==> config.mk <==
export PLATFORM = sky130hd
export DESIGN_NAME = sobel_axis_ctrl
export DESIGN_NICKNAME = d
export VERILOG_FILES = /design/src/rtl/sobel_pkg.sv /design/src/rtl/sobel_out_fifo.sv /design/src/rtl/sobel_axis_ctrl.sv
export SDC_FILE = /design/constraint.sdc
export NUM_CORES = 1
export LEC_CHECK = 0
export ABC_AREA = 1
export BUFFER_PORTS_ARGS = -buffer_cell sky130_fd_sc_hd__buf_2
export CORE_MARGIN = 4
export CORE_UTILIZATION = 45
export CTS_CLUSTER_SIZE = 8
export DETAILED_ROUTE_END_ITERATION = 12
export PLACE_DENSITY = 0.72
export SLEW_MARGIN = 20
export SYNTH_ARGS = -nofsm -noshare
export SYNTH_HDL_FRONTEND = slang
export SYNTH_SLANG_ARGS = --single-unit
==> constraint.sdc <==
create_clock -name clk -period 8.62 [get_ports clk]
set_input_delay 1.293 -clock clk [delete_from_list [all_inputs] [get_ports clk]]
set_output_delay 1.293 -clock clk [all_outputs]
set_load 0.05 [all_outputs]
==> src/rtl/sobel_pkg.sv <==
// Shared types and defaults for the Sobel AXI-Stream wrapper.
package sobel_pkg;

  localparam int PIXELS_PER_BEAT_DEF = 16;
  localparam int IMAGE_DIM_DEF       = 512;

  // Beats in one square frame.
  function automatic int frame_beats(input int image_dim, input int pixels_per_beat);
    return (image_dim * image_dim) / pixels_per_beat;
  endfunction

  typedef enum logic [1:0] {
    RUN   = 2'd0,
    FLUSH = 2'd1,
    CLR   = 2'd2
  } state_e;

  // Sideband token that travels alongside a beat through the core.
  typedef struct packed {
    logic v;
    logic last;
    logic first;
  } tok_t;

endpackage

==> src/rtl/sobel_out_fifo.sv <==
// Small first-word-fall-through FIFO; head entry is always on data_o.
module sobel_out_fifo #(
  parameter int WIDTH = 130,
  parameter int DEPTH = 4
) (
  input  logic                       clk,
  input  logic                       aresetn,
  input  logic                       push_i,
  input  logic [WIDTH-1:0]           data_i,
  input  logic                       pop_i,
  output logic [WIDTH-1:0]           data_o,
  output logic [$clog2(DEPTH):0]     count_o
);

  localparam int AW = $clog2(DEPTH);
  localparam int CW = AW + 1;

  logic [WIDTH-1:0] mem_q [DEPTH];
  logic [AW-1:0]    wr_ptr_q, rd_ptr_q;
  logic [CW-1:0]    count_q;

  // Storage has no reset; validity is tracked by count_q.
  always_ff @(posedge clk) begin
    if (push_i) mem_q[wr_ptr_q] <= data_i;
  end

  // Pointer and occupancy bookkeeping; push+pop leaves count unchanged.
  always_ff @(posedge clk) begin
    if (!aresetn) begin
      wr_ptr_q <= '0;
      rd_ptr_q <= '0;
      count_q  <= '0;
    end else begin
      if (push_i) wr_ptr_q <= wr_ptr_q + AW'(1);
      if (pop_i)  rd_ptr_q <= rd_ptr_q + AW'(1);
      count_q <= count_q + CW'(push_i) - CW'(pop_i);
    end
  end

  assign data_o  = mem_q[rd_ptr_q];
  assign count_o = count_q;

endmodule

==> src/rtl/sobel_axis_ctrl.sv <==
// AXI-Stream wrapper around the stall-driven Sobel core: gates core
// advance on FIFO space, tracks beat tokens through the core latency,
// flushes and resets the core at every frame end.
module sobel_axis_ctrl
  import sobel_pkg::*;
#(
  parameter int PIXELS_PER_BEAT = PIXELS_PER_BEAT_DEF,
  parameter int IMAGE_DIM       = IMAGE_DIM_DEF,
  parameter int DATA_WIDTH      = 8 * PIXELS_PER_BEAT,
  parameter int LATENCY         = 14,
  parameter int FIFO_DEPTH      = 4
) (
  input  logic                  clk,
  input  logic                  aresetn,
  input  logic [DATA_WIDTH-1:0] s_axis_tdata,
  input  logic                  s_axis_tvalid,
  output logic                  s_axis_tready,
  input  logic                  s_axis_tlast,
  output logic [DATA_WIDTH-1:0] m_axis_tdata,
  output logic                  m_axis_tvalid,
  input  logic                  m_axis_tready,
  output logic                  m_axis_tlast,
  output logic                  m_axis_tuser,
  output logic                  core_stall,
  output logic                  core_aresetn,
  output logic [DATA_WIDTH-1:0] core_inp_frame,
  input  logic [DATA_WIDTH-1:0] core_out_frame,
  output logic                  err_tlast
);

  localparam int FRAME_BEATS = frame_beats(IMAGE_DIM, PIXELS_PER_BEAT);
  localparam int BCW = (FRAME_BEATS > 1) ? $clog2(FRAME_BEATS) : 1;
  localparam int FCW = (LATENCY > 1) ? $clog2(LATENCY) : 1;
  localparam int CW  = $clog2(FIFO_DEPTH) + 1;
  localparam logic [BCW-1:0] LAST_BEAT = BCW'(FRAME_BEATS - 1);
  localparam logic [FCW-1:0] LAST_FLUSH = FCW'(LATENCY - 1);

  state_e               state_q, state_d;
  logic [BCW-1:0]       beat_cnt_q, beat_cnt_d;
  logic [FCW-1:0]       flush_cnt_q, flush_cnt_d;
  logic                 err_q, err_d;
  tok_t [LATENCY-1:0]   tok_q;
  tok_t                 tok_in;

  logic [CW-1:0]        fifo_count;
  logic [DATA_WIDTH+1:0] fifo_dout;
  logic                 space, at_last, accept, adv, frame_end;
  logic                 push, pop;

  // Space uses only the registered count, so s_axis_tready never depends
  // on m_axis_tready. Gating with aresetn keeps everything idle in reset.
  assign space   = aresetn & (fifo_count < CW'(FIFO_DEPTH));
  assign at_last = (beat_cnt_q == LAST_BEAT);

  // Next-state, core handshake and frame bookkeeping.
  always_comb begin
    state_d        = state_q;
    beat_cnt_d     = beat_cnt_q;
    flush_cnt_d    = flush_cnt_q;
    err_d          = err_q;
    s_axis_tready  = 1'b0;
    accept         = 1'b0;
    adv            = 1'b0;
    frame_end      = 1'b0;
    core_inp_frame = '0;
    core_aresetn   = aresetn;
    case (state_q)
      RUN: begin
        s_axis_tready  = space;
        accept         = s_axis_tvalid & space;
        adv            = accept;
        core_inp_frame = s_axis_tdata;
        frame_end      = accept & (s_axis_tlast | at_last);
        if (accept) begin
          // tlast early or missing: flag it, but still end the frame here.
          if (s_axis_tlast != at_last) err_d = 1'b1;
          if (frame_end) begin
            beat_cnt_d  = '0;
            flush_cnt_d = '0;
            state_d     = FLUSH;
          end else begin
            beat_cnt_d = beat_cnt_q + BCW'(1);
          end
        end
      end
      FLUSH: begin
        adv = space;
        if (adv) begin
          if (flush_cnt_q == LAST_FLUSH) begin
            flush_cnt_d = '0;
            state_d     = CLR;
          end else begin
            flush_cnt_d = flush_cnt_q + FCW'(1);
          end
        end
      end
      CLR: begin
        core_aresetn = 1'b0;
        state_d      = RUN;
      end
      default: state_d = RUN;
    endcase
  end

  assign core_stall = ~adv;

  // Control state registers.
  always_ff @(posedge clk) begin
    if (!aresetn) begin
      state_q     <= RUN;
      beat_cnt_q  <= '0;
      flush_cnt_q <= '0;
      err_q       <= 1'b0;
    end else begin
      state_q     <= state_d;
      beat_cnt_q  <= beat_cnt_d;
      flush_cnt_q <= flush_cnt_d;
      err_q       <= err_d;
    end
  end

  assign tok_in.v     = accept;
  assign tok_in.last  = frame_end;
  assign tok_in.first = (beat_cnt_q == '0);

  // Token pipe moves in lockstep with the core so tokens stay aligned.
  always_ff @(posedge clk) begin
    if (!aresetn) begin
      tok_q <= '0;
    end else if (adv) begin
      tok_q[0] <= tok_in;
      for (int i = 1; i < LATENCY; i++) tok_q[i] <= tok_q[i-1];
    end
  end

  // Capture the core output while it is still held, on the advancing cycle.
  assign push = adv & tok_q[LATENCY-1].v;
  assign pop  = m_axis_tvalid & m_axis_tready;

  sobel_out_fifo #(
    .WIDTH (DATA_WIDTH + 2),
    .DEPTH (FIFO_DEPTH)
  ) u_fifo (
    .clk     (clk),
    .aresetn (aresetn),
    .push_i  (push),
    .data_i  ({core_out_frame, tok_q[LATENCY-1].last, tok_q[LATENCY-1].first}),
    .pop_i   (pop),
    .data_o  (fifo_dout),
    .count_o (fifo_count)
  );

  assign m_axis_tvalid = aresetn & (fifo_count != '0);
  assign m_axis_tdata  = fifo_dout[DATA_WIDTH+1:2];
  assign m_axis_tlast  = m_axis_tvalid & fifo_dout[1];
  assign m_axis_tuser  = m_axis_tvalid & fifo_dout[0];
  assign err_tlast     = err_q;

endmodule

==> impl_metrics.yaml <==
setup_path:
  critPathMaxStageDelay_ps: 860
  cp_top_family: "buffers and inverters"
  critical_path.n_buffers_inverters: 3
  crit_path_cells: "inv_8 > buf_4 > o21ai_0 > o22ai_1 > buf_2"
  type_of_destination_of_the_critical_path: "primary output"
  crit_slowest_cell: "sky130_fd_sc_hd__buf_4"
  worst-endpoint-arrival_ps: 3580
  start_kind: "flip-flop"
  critical_path_class: "reg2out"
  worst_ep_required_time_ps: 7330
  critPathMaxFanout: 166
yosys:
  yosysTopAreaCell: "sky130_fd_sc_hd__edfxtp_1"
  yosys.area_share.adder_pct: 0.680
  synth_compound_area_share_pct: 10.6
  synth_edf_count: 520
  post_synth_main_area_contributors: "sky130_fd_sc_hd__edfxtp_1 (67%), sky130_fd_sc_hd__nor2_1 (8.4%), sky130_fd_sc_hd__o21ai_0 (6.6%)"
  mapped_area_mm2: 0.0232
  synth.yosys.seq_area_share_pct: 73.5
  yosys_register_bits: 592
  yosysUniqueCellTypes: 28
  synthSimpleGateAreaFrac_pct: 10.1
  synth.top_cell.area_share_pct: 67.3
  mappedNetlistNets: 2235
  synthXorXnorAreaFrac_pct: 0.113
  synthMuxAreaShare_pct: 0
  async_reset_ff_share_pct: 0
  synthCells: 1962
  synth_top_family_by_area: "compound AO/OA/AOI/OAI gates"
  syn_avg_cell_area_um2: 11.8
  synth-warning-count: 0
  yosys_most_used_dff: "sky130_fd_sc_hd__edfxtp_1"
pwr:
  ir_drop_v: 0.000165
  power_leakage_nw: 11.4
  pwr_density_cell_mw_per_mm2: 264
routing:
  dr_total_vias: 17000
  wire_per_inst_um: 20.3
  routed_wirelength_um: 65000
  initialDrtViolationCount: 1327
  postRouteAntennaNets: 0
  route.detailed.vias_per_inst: 5.31
  detailedRoute.firstPassIterationCount: 7
  remaining_routing_drc_violations: 0
cts:
  clk_latency_ps: 610
  clk_pin_slew_ps: 50
  tritoncts_clock_tree: "built"
  cts-resized-gates: 0
  root_buffer: "sky130_fd_sc_hd__clkbuf_16"
  cts.path.max_buffers: 3
  cts-buffers-inserted: 83
  clock_sinks: 592
  htree_levels: 3
  cts_hold_repair.buffers: 0
  post_cts.repair.setup_buffers: 0
run:
  cap_violations: 0
grt:
  initial_antenna_violation_count: 48
  grt_usage_pct: 22.2
  first_pass_grt_wire_length_um: 95400
  grt_max_degree: 167
  grt_overflow: 0
  vias_in_the_first_global_route: 16100
cells_and_area:
  filler_cells_inserted: 4123
  layout_commonest_cell: "sky130_fd_sc_hd__buf_2"
  area_growth_syn_to_layout_pct: 23.7
  finish.net_count: 2747
  fraction_of_final_layout_cells_with_drive_strength_greater_than_1_pct: 25.9
  mostFrequentLayoutCells: "sky130_fd_sc_hd__buf_2 (523), sky130_fd_sc_hd__edfxtp_1 (520), sky130_fd_sc_hd__nor2_1 (518), sky130_fd_sc_hd__o21ai_0 (304), sky130_fd_sc_hd__inv_1 (172)"
sta:
  slew_violations: 0
  tightest_slew_ps: 1070
  slew-limit-headroom_pct: 28.4
  final_worst_path_period_share_pct: 56.5
  period_minus_slack_ps: 4870
  final-hold-violation-count: 0
  unrepaired_setup_endpoints_after_global_routing: "false"
  fin_setup_tns_ps: 0
  finalClockSkew_ps: 21.0
  postLayoutSetupSlackWorst_ps: 3750
  fmaxAchievable_mhz: 205
  setup_violation_total_in_the_final_timing_report: 0
placement:
  detailed_place_hpwl_um: 42600
  dp_worst_setup_slack_ps: 3900
  gp_congestion: 0.960
  io_buffers: 523
floorplan:
  coreArea_mm2: 0.0506
  initial_utilization_pct: 45.9
  rows: 82
  num_io_pins: 524
  die_area_mm2: 0.0552
  floorplan.die.width_um: 235
  floorplan.die.height_um: 235
status:
  run_status: "completed"
worst_hold_path:
  hp-class: "reg2reg"
[per-layer routing]
layer	wire length, um	up-vias	track usage, %
li1	-	7870	-
met1	24100	8234	25.6
met2	32900	727	37.4
met3	5930	134	7.88
met4	1910	26	9.86
met5	149	-	0
[final timing paths]
| kind | depth (start not counted) | to | startpoint | slack, ps |
|---|---|---|---|---|
| setup / recovery | 5 | m_axis_tdata[64] | flip-flop | 3750 |
| setup reg to reg | 7 | u_fifo.mem_q[1][10]$_DFFE_PP_ | u_fifo.count_o[2]$_SDFF_PN0_ | 5330 |
| hold reg to reg | 2 | tok_q[1]$_SDFFE_PN0N_ | tok_q[1]$_SDFFE_PN0N_ | 460 |
| hold / removal | 2 | tok_q[1]$_SDFFE_PN0N_ | tok_q[1]$_SDFFE_PN0N_ | 460 |
[cell families after synthesis]
group                    count (synthesis)
AND/OR/NAND/NOR                        606
flip-flops                             592
AO/OA/AOI/OAI                          457
XOR/XNOR                                 3
adder cells (fa/ha/maj)                 12
buffers and inverters                  292
[report_power, final]
| part | total [mW] | internal [mW] | switching, mW |
|---|---|---|---|
| clock | 2.86 | 1.73 | 1.12 |
| sequential | 3.23 | 3.19 | 0.0335 |
| combinational | 1.50 | 0.313 | 1.19 |
[synth_stat cells, types with 4 or more instances]
master                     number
sky130_fd_sc_hd__ha_1          11
sky130_fd_sc_hd__inv_1        173
sky130_fd_sc_hd__a21oi_1       18
sky130_fd_sc_hd__clkbuf_2       6
sky130_fd_sc_hd__edfxtp_1     520
sky130_fd_sc_hd__o21ai_1        6
sky130_fd_sc_hd__buf_2         38
sky130_fd_sc_hd__clkbuf_1      63
sky130_fd_sc_hd__buf_4          5
sky130_fd_sc_hd__o22ai_1      128
sky130_fd_sc_hd__nor3_1         5
sky130_fd_sc_hd__dfxtp_1       72
sky130_fd_sc_hd__buf_1          4
sky130_fd_sc_hd__nand2_1       54
sky130_fd_sc_hd__nor2_1       522
sky130_fd_sc_hd__nand3_1       16
sky130_fd_sc_hd__o21ai_0      304
[flip-flops by register name, indices dropped and copies added, names as in the netlist, named ones only]
| name | flops |
|---|---|
| beat_cnt_q | 14 |
| err_tlast | 1 |
| u_fifo.wr_ptr_q | 2 |
| state_q | 2 |
| u_fifo.count_o | 3 |
| u_fifo.mem_q | 520 |
| flush_cnt_q | 4 |
| tok_q | 42 |
| u_fifo.rd_ptr_q | 2 |
[area by class of cell]
cell class / count / area [um2] / area share [%]
antenna: 29 / 72.6 / 0.253
clock buffer: 103 / 2150 / 7.50
clock inverter: 7 / 116 / 0.405
inverter: 176 / 673 / 2.35
multi-input combinational: 1078 / 5000 / 17.4
sequential: 592 / 17100 / 59.5
tap: 672 / 841 / 2.93
timing repair buffer: 543 / 2780 / 9.69
[through the flow]
stage	hold slack [ps]	std cells	utilization [%]	power [mW]	area, um2
6_report	459	3200	56.7	7.58	28700
3_5_place_dp	454	3061	52.1	4.78	26400
4_1_cts	463	3171	56.6	7.65	28600
2_1_floorplan	441	1962	-	4.37	23200
3_3_place_gp	455	3061	52.1	4.76	26400
5_1_grt	494	3196	56.7	7.87	28700
[tightest hold or removal path, delay by kind of cell, from the launching register on]
kind             cells  cell delay (ps)
flip-flops           1              300
AO/OA/AOI/OAI        1               50
AND/OR/NAND/NOR      1               60
No activity file was read; power rests on OpenSTA's default activity.
